File: src/rtl/uart_bus_input_parser_if.sv
// Bus bundle between the UART byte stream, the CPU data-bus mux and the command parser.
// The master side is the parser; the slave side is the surrounding UART/bus logic.
interface uart_bus_input_parser_if;
  logic [7:0] rx_data;
  logic       new_rx_data;
  logic       data_ack;
  logic [7:0] data_out;
  logic       data_oe;
  logic       busy;
  logic       cmd_done;
  logic       cmd_err;
  logic [7:0] tx_data;
  logic       new_tx_data;
  logic       tx_busy;

  modport master (
    input  rx_data, new_rx_data, data_ack, tx_busy,
    output data_out, data_oe, busy, cmd_done, cmd_err, tx_data, new_tx_data
  );

  modport slave (
    output rx_data, new_rx_data, data_ack, tx_busy,
    input  data_out, data_oe, busy, cmd_done, cmd_err, tx_data, new_tx_data
  );
endinterface

File: src/rtl/uart_bus_input_parser.sv
// Parses "<CMD_CHAR><hex><hex>\r" from the UART and drives the byte onto the 6502 data bus
// until acknowledged. Optional echo of consumed bytes is enabled by defining CMD_ECHO_EN.
module uart_bus_input_parser #(
  parameter logic [7:0]           CMD_CHAR       = 8'h61,
  parameter int unsigned          TIMEOUT_W      = 24,
  parameter logic [TIMEOUT_W-1:0] TIMEOUT_CYCLES = TIMEOUT_W'(10_000_000)
) (
  input  logic                     clk,
  input  logic                     rst,
  uart_bus_input_parser_if.master  bus
);

  localparam logic [7:0]           ESC_CHAR     = 8'h1B;
  localparam logic [7:0]           CR_CHAR      = 8'h0D;
  localparam logic [TIMEOUT_W-1:0] TIMEOUT_LAST = TIMEOUT_CYCLES - TIMEOUT_W'(1);

  typedef enum logic [2:0] {
    IDLE  = 3'd0,
    HI    = 3'd1,
    LO    = 3'd2,
    TERM  = 3'd3,
    DRIVE = 3'd4
  } state_t;

  state_t               state;
  logic [TIMEOUT_W-1:0] tcnt;
  logic [7:0]           nibbles;
  logic                 is_hex;
  logic [3:0]           nib;

  // ASCII hex digit decode of the incoming byte
  always_comb begin
    is_hex = 1'b0;
    nib    = 4'h0;
    if (bus.rx_data >= 8'h30 && bus.rx_data <= 8'h39) begin
      is_hex = 1'b1;
      nib    = 4'(bus.rx_data - 8'h30);
    end else if (bus.rx_data >= 8'h41 && bus.rx_data <= 8'h46) begin
      is_hex = 1'b1;
      nib    = 4'(bus.rx_data - 8'h37);
    end else if (bus.rx_data >= 8'h61 && bus.rx_data <= 8'h66) begin
      is_hex = 1'b1;
      nib    = 4'(bus.rx_data - 8'h57);
    end
  end

  always_ff @(posedge clk) begin
    if (rst) begin
      state        <= IDLE;
      tcnt         <= '0;
      nibbles      <= 8'h00;
      bus.data_out <= 8'h00;
      bus.data_oe  <= 1'b0;
      bus.busy     <= 1'b0;
      bus.cmd_done <= 1'b0;
      bus.cmd_err  <= 1'b0;
    end else begin
      bus.cmd_done <= 1'b0;
      bus.cmd_err  <= 1'b0;
      case (state)
        IDLE: begin
          if (bus.new_rx_data && bus.rx_data == CMD_CHAR) begin
            state    <= HI;
            bus.busy <= 1'b1;
            tcnt     <= '0;
          end
        end
        HI, LO, TERM: begin
          if (bus.new_rx_data) begin
            tcnt <= '0;
            if (state != TERM && is_hex) begin
              if (state == HI) begin
                nibbles[7:4] <= nib;
                state        <= LO;
              end else begin
                nibbles[3:0] <= nib;
                state        <= TERM;
              end
            end else if (state == TERM && bus.rx_data == CR_CHAR) begin
              bus.data_out <= nibbles;
              bus.data_oe  <= 1'b1;
              state        <= DRIVE;
            end else begin
              // ESC abandons quietly; anything else is a malformed command
              state       <= IDLE;
              bus.busy    <= 1'b0;
              bus.cmd_err <= (bus.rx_data != ESC_CHAR);
            end
          end else if (tcnt == TIMEOUT_LAST) begin
            state       <= IDLE;
            bus.busy    <= 1'b0;
            bus.cmd_err <= 1'b1;
          end else begin
            tcnt <= tcnt + TIMEOUT_W'(1);
          end
        end
        DRIVE: begin
          // ack takes priority over any byte arriving in the same cycle
          if (bus.data_ack) begin
            state        <= IDLE;
            bus.busy     <= 1'b0;
            bus.data_oe  <= 1'b0;
            bus.cmd_done <= 1'b1;
          end else if (bus.new_rx_data && bus.rx_data == ESC_CHAR) begin
            state       <= IDLE;
            bus.busy    <= 1'b0;
            bus.data_oe <= 1'b0;
          end
        end
        default: begin
          state       <= IDLE;
          bus.busy    <= 1'b0;
          bus.data_oe <= 1'b0;
        end
      endcase
    end
  end

`ifdef CMD_ECHO_EN
  logic       echo_full;
  logic [7:0] echo_byte;
  logic       rx_consumed;

  assign rx_consumed = bus.new_rx_data && (state != IDLE || bus.rx_data == CMD_CHAR);

  // One-entry echo buffer; bytes arriving while it is full are not echoed
  always_ff @(posedge clk) begin
    if (rst) begin
      echo_full       <= 1'b0;
      echo_byte       <= 8'h00;
      bus.tx_data     <= 8'h00;
      bus.new_tx_data <= 1'b0;
    end else begin
      bus.new_tx_data <= 1'b0;
      if (echo_full && !bus.tx_busy) begin
        bus.tx_data     <= echo_byte;
        bus.new_tx_data <= 1'b1;
        echo_full       <= 1'b0;
      end
      if (rx_consumed && !echo_full) begin
        echo_byte <= bus.rx_data;
        echo_full <= 1'b1;
      end
    end
  end
`else
  logic unused_tx_busy;

  assign unused_tx_busy  = bus.tx_busy;
  assign bus.tx_data     = 8'h00;
  assign bus.new_tx_data = 1'b0;
`endif

endmodule

File: src/flat_wrapper.sv
// flat-port wrapper written by rule: the top's interface ports become plain ports
module uart_bus_input_parser_flat 
#(
  parameter logic [7:0]           CMD_CHAR       = 8'h61,
  parameter int unsigned          TIMEOUT_W      = 24,
  parameter logic [TIMEOUT_W-1:0] TIMEOUT_CYCLES = TIMEOUT_W'(10_000_000)
)
  (clk, rst, bus_rx_data, bus_new_rx_data, bus_data_ack, bus_tx_busy, bus_data_out, bus_data_oe, bus_busy, bus_cmd_done, bus_cmd_err, bus_tx_data, bus_new_tx_data);
  uart_bus_input_parser_if bus_i ();
  input  logic clk;
  input  logic rst;
  input wire logic [$bits(bus_i.rx_data)-1:0] bus_rx_data;
  input wire logic [$bits(bus_i.new_rx_data)-1:0] bus_new_rx_data;
  input wire logic [$bits(bus_i.data_ack)-1:0] bus_data_ack;
  input wire logic [$bits(bus_i.tx_busy)-1:0] bus_tx_busy;
  output wire logic [$bits(bus_i.data_out)-1:0] bus_data_out;
  output wire logic [$bits(bus_i.data_oe)-1:0] bus_data_oe;
  output wire logic [$bits(bus_i.busy)-1:0] bus_busy;
  output wire logic [$bits(bus_i.cmd_done)-1:0] bus_cmd_done;
  output wire logic [$bits(bus_i.cmd_err)-1:0] bus_cmd_err;
  output wire logic [$bits(bus_i.tx_data)-1:0] bus_tx_data;
  output wire logic [$bits(bus_i.new_tx_data)-1:0] bus_new_tx_data;
  assign bus_i.rx_data = bus_rx_data;
  assign bus_i.new_rx_data = bus_new_rx_data;
  assign bus_i.data_ack = bus_data_ack;
  assign bus_i.tx_busy = bus_tx_busy;
  assign bus_data_out = bus_i.data_out;
  assign bus_data_oe = bus_i.data_oe;
  assign bus_busy = bus_i.busy;
  assign bus_cmd_done = bus_i.cmd_done;
  assign bus_cmd_err = bus_i.cmd_err;
  assign bus_tx_data = bus_i.tx_data;
  assign bus_new_tx_data = bus_i.new_tx_data;
  uart_bus_input_parser #(.CMD_CHAR(CMD_CHAR), .TIMEOUT_W(TIMEOUT_W), .TIMEOUT_CYCLES(TIMEOUT_CYCLES)) u_core (.clk(clk), .rst(rst), .bus(bus_i));
endmodule
File: config.mk
export PLATFORM = sky130hd
export DESIGN_NAME = uart_bus_input_parser_flat
export DESIGN_NICKNAME = d
export VERILOG_FILES = /design/src/rtl/uart_bus_input_parser_if.sv /design/src/rtl/uart_bus_input_parser.sv /design/src/flat_wrapper.sv
export SDC_FILE = /design/constraint.sdc
export NUM_CORES = 1
export LEC_CHECK = 0
export BUFFER_PORTS_ARGS = -buffer_cell sky130_fd_sc_hd__buf_2
export CAP_MARGIN = 5
export CORE_MARGIN = 2
export CORE_UTILIZATION = 52
export DETAILED_ROUTE_END_ITERATION = 10
export PLACE_DENSITY = 0.81
export SYNTH_ARGS = -nofsm -noshare
export SYNTH_HDL_FRONTEND = slang
export SYNTH_SLANG_ARGS = --single-unit
File: constraint.sdc
create_clock -name clk -period 3.22 [get_ports clk]
set_input_delay 0.805 -clock clk [delete_from_list [all_inputs] [get_ports clk]]
set_output_delay 0.805 -clock clk [all_outputs]
set_load 0.01 [all_outputs]
==> results.md <==
* Status: finished clean
* Via density at 5.88
* H-tree depth at 2
* Max Freq at 0.407 GHz
* Setup TNS at 0 ps
* Hpwl dp at 3.97 mm
* Bufs on Longest Clock Path at 2
* DRT Pass-1 Iters at 4
* Min cycle time layout at 2460 ps
* Synthesized cell area at 2640 µm²
* WP data required at 3450 ps
* DRT antenna net count at 0
* Post-cts resize count at 0
* Clk root buf: clkbuf_8
* Yosys reg bits at 47
* Worst slew margin at 62.8%
* Final Routed Wirelength at 5.70 mm
* Worst-skew pair later-pin latency at 300 ps
* Global-route wire length before repair at 9.26 mm
* Avg Cell Area, Syn at 8.80 µm²
* EDFF count, synth at 0
* Synth unique cells at 61
* Hold Vio Cnt, Final at 0
* Setup crit end kind: flip-flop
* Crit Path Class: input pin to flip-flop
* Hold Crit Class: flip-flop to flip-flop
* Max incr delay on CP at 560 ps
* Max-cap violations at 0
* Synth cell count leaders: dfxtp_1 (47), a21oi_1 (27), nor2_1 (23), nand2_1 (21), mux2i_1 (18)
* Most area-consuming cells after synthesis: dfxtp_1 (36%), mux2i_1 (6.8%), a21oi_1 (5.1%), nor2_1 (3.3%), buf_4 (3.1%)
* DRC at 0
* Core footprint at 4820 µm²
* Num rows at 25
* Input/output buffers at 23
* Arr. time, crit path at 2690 ps
* Slew @ Worst Pin at 556 ps
* Critical path's slowest cell: or4b_4
* Routability cong. at 0.826
* Startpoint Class: input pin
* Total number of vias at 2294
* CTS sink count at 47
* PwrDens at 398 nW/µm²
* P_leak at 0.00107 µW
* Final Power at 1150 µW
* Die H at 75.3 µm
* Clock-pin slew on the worst setup and hold paths at 90 ps
* Cell taking the most area after synthesis: dfxtp_1
* Gate Count Post-Synth at 300
* N_diodes at 0
* Hold_ws at 474 ps
* Crit-path cells: buf_2, or4b_4, a311oi_4, o2111ai_2, or3b_1, a21oi_1
* Pre-CTS setup slack at 459 ps
* Vias in the first global route at 2004
* Finished Core Util at 59.9%
* Peak supply drop at 0.185 mV
* Seq/Total Area, Yosys at 35.6%
* Initial Util at 54.8%
* IO Pins at 34
* Count leader, synth: dfxtp_1
* Critical Path Fanout Max at 6
* Initial antenna violation count at 0
* Grt ovf at 0
* Share of cells above drive strength 1 at 17.3%
* Post-synth ARST share at 0%
* Synth-to-Final Area Change at 9.24%
* # setup viols final at 0
* Tot GR Track Use at 21.1%
* Die area at 5660 µm²
* Yosys top cell area share at 35.6%
* Yosys warning count at 0
* Largest net degree at the start of global routing at 31
* Top FF cell, synth: dfxtp_1
* Max-slew violation count at 0
* CTS tree: built
* Initial DRC Count at 152
* Final Skew at 5.74 ps
* Fin crit share at 76.4%
* NumNets Final at 339
* Hold buffer count at cts at 0
* WL/cell at 14.6 µm
* Number of setup buffers added after CTS at 0
* PnR worst setup slack at 761 ps
* Num CTS Buffers at 5
* Die X at 75.3 µm
* Unrepaired setup endpoints after global routing: false
## power breakdown
part	leakage [µW]	switching, µW	internal, µW
clock	0.0000581	206	231
sequential	0.000378	5.77	586
combinational	0.000636	78.1	40.0
total	0.00107	290	857
## stage by stage
stage / cells / instance area, µm²
2_1_floorplan: 308 / 2670
3_3_place_gp: 382 / 2770
3_5_place_dp: 382 / 2770
4_1_cts: 390 / 2880
5_1_grt: 390 / 2880
6_report: 390 / 2880
## kinds of logic (layout without fill, tap and decap cells)
group / Yosys count / in the layout / share of synthesized area (%)
buf+inv: 32 / 47 / 6.97
other cells: 1 / 9 / 0.142
flops: 47 / 47 / 35.6
fa+ha+maj: 4 / 4 / 1.90
mux: 18 / 18 / 6.82
xor+xnor: 4 / 4 / 1.33
compound gates: 66 / 66 / 17.5
simple gates: 128 / 128 / 29.7
## final cells by class
type / count / area [µm²]
tap: 67 / 83.8
clock buffer: 5 / 68.8
multi-input combinational: 229 / 1550
inverter: 9 / 33.8
timing repair buffer: 30 / 168
fill: 431 / 1930
sequential: 47 / 941
clock inverter: 3 / 43.8
## worst paths after layout
| path | start | endpoint | slack, ps | cells past startpoint |
|---|---|---|---|---|
| min reg2reg | u_core.nibbles[2] | u_core.nibbles[2] | 470 | 2 |
| min | u_core.nibbles[2] | u_core.nibbles[2] | 470 | 2 |
| max | bus_rx_data[4] | u_core.nibbles[2] | 760 | 6 |
| max reg2reg | u_core.state[0] | u_core.tcnt[23] | 950 | 5 |
## critical path: cells and delay by family
family	cells	cell delay (ps)
compound gates	3	760
simple gates	2	1000
buf+inv	1	130
## layer usage
metal	share of wire [%]	up-vias	track usage [%]	routed length, µm
met4	1.5	0	8.58	84
met2	45	63	31.6	2590
li1	-	1160	-	-
met3	5.2	9	4.02	294
met5	0	-	0	0
met1	48	1062	29.9	2730
## flip-flops by register name (all words and copies together), names as in the netlist
signal	count
u_core.bus.cmd_err	1
u_core.bus.data_out	8
u_core.bus.busy	1
u_core.tcnt	24
u_core.state	3
u_core.nibbles	8
u_core.bus.cmd_done	1
u_core.bus.data_oe	1
## cells in the final DEF (no fill, tap or decap), types with 5 or more instances in the layout
| cell type | n |
|---|---|
| mux2i_1 | 18 |
| buf_4 | 7 |
| inv_1 | 9 |
| o21ai_0 | 7 |
| nor2_1 | 23 |
| nand4_1 | 6 |
| o31ai_1 | 11 |
| nor4b_1 | 7 |
| and4_1 | 5 |
| or4_1 | 10 |
| a21oi_1 | 27 |
| dfxtp_1 | 47 |
| clkbuf_8 | 5 |
| or3_1 | 5 |
| nand3_1 | 9 |
| buf_2 | 23 |
| nand2_1 | 21 |
| nor3_1 | 6 |
| nand2b_1 | 5 |
| conb_1 | 9 |
| nor4_1 | 5 |
No activity file was read; power rests on OpenSTA's default activity.
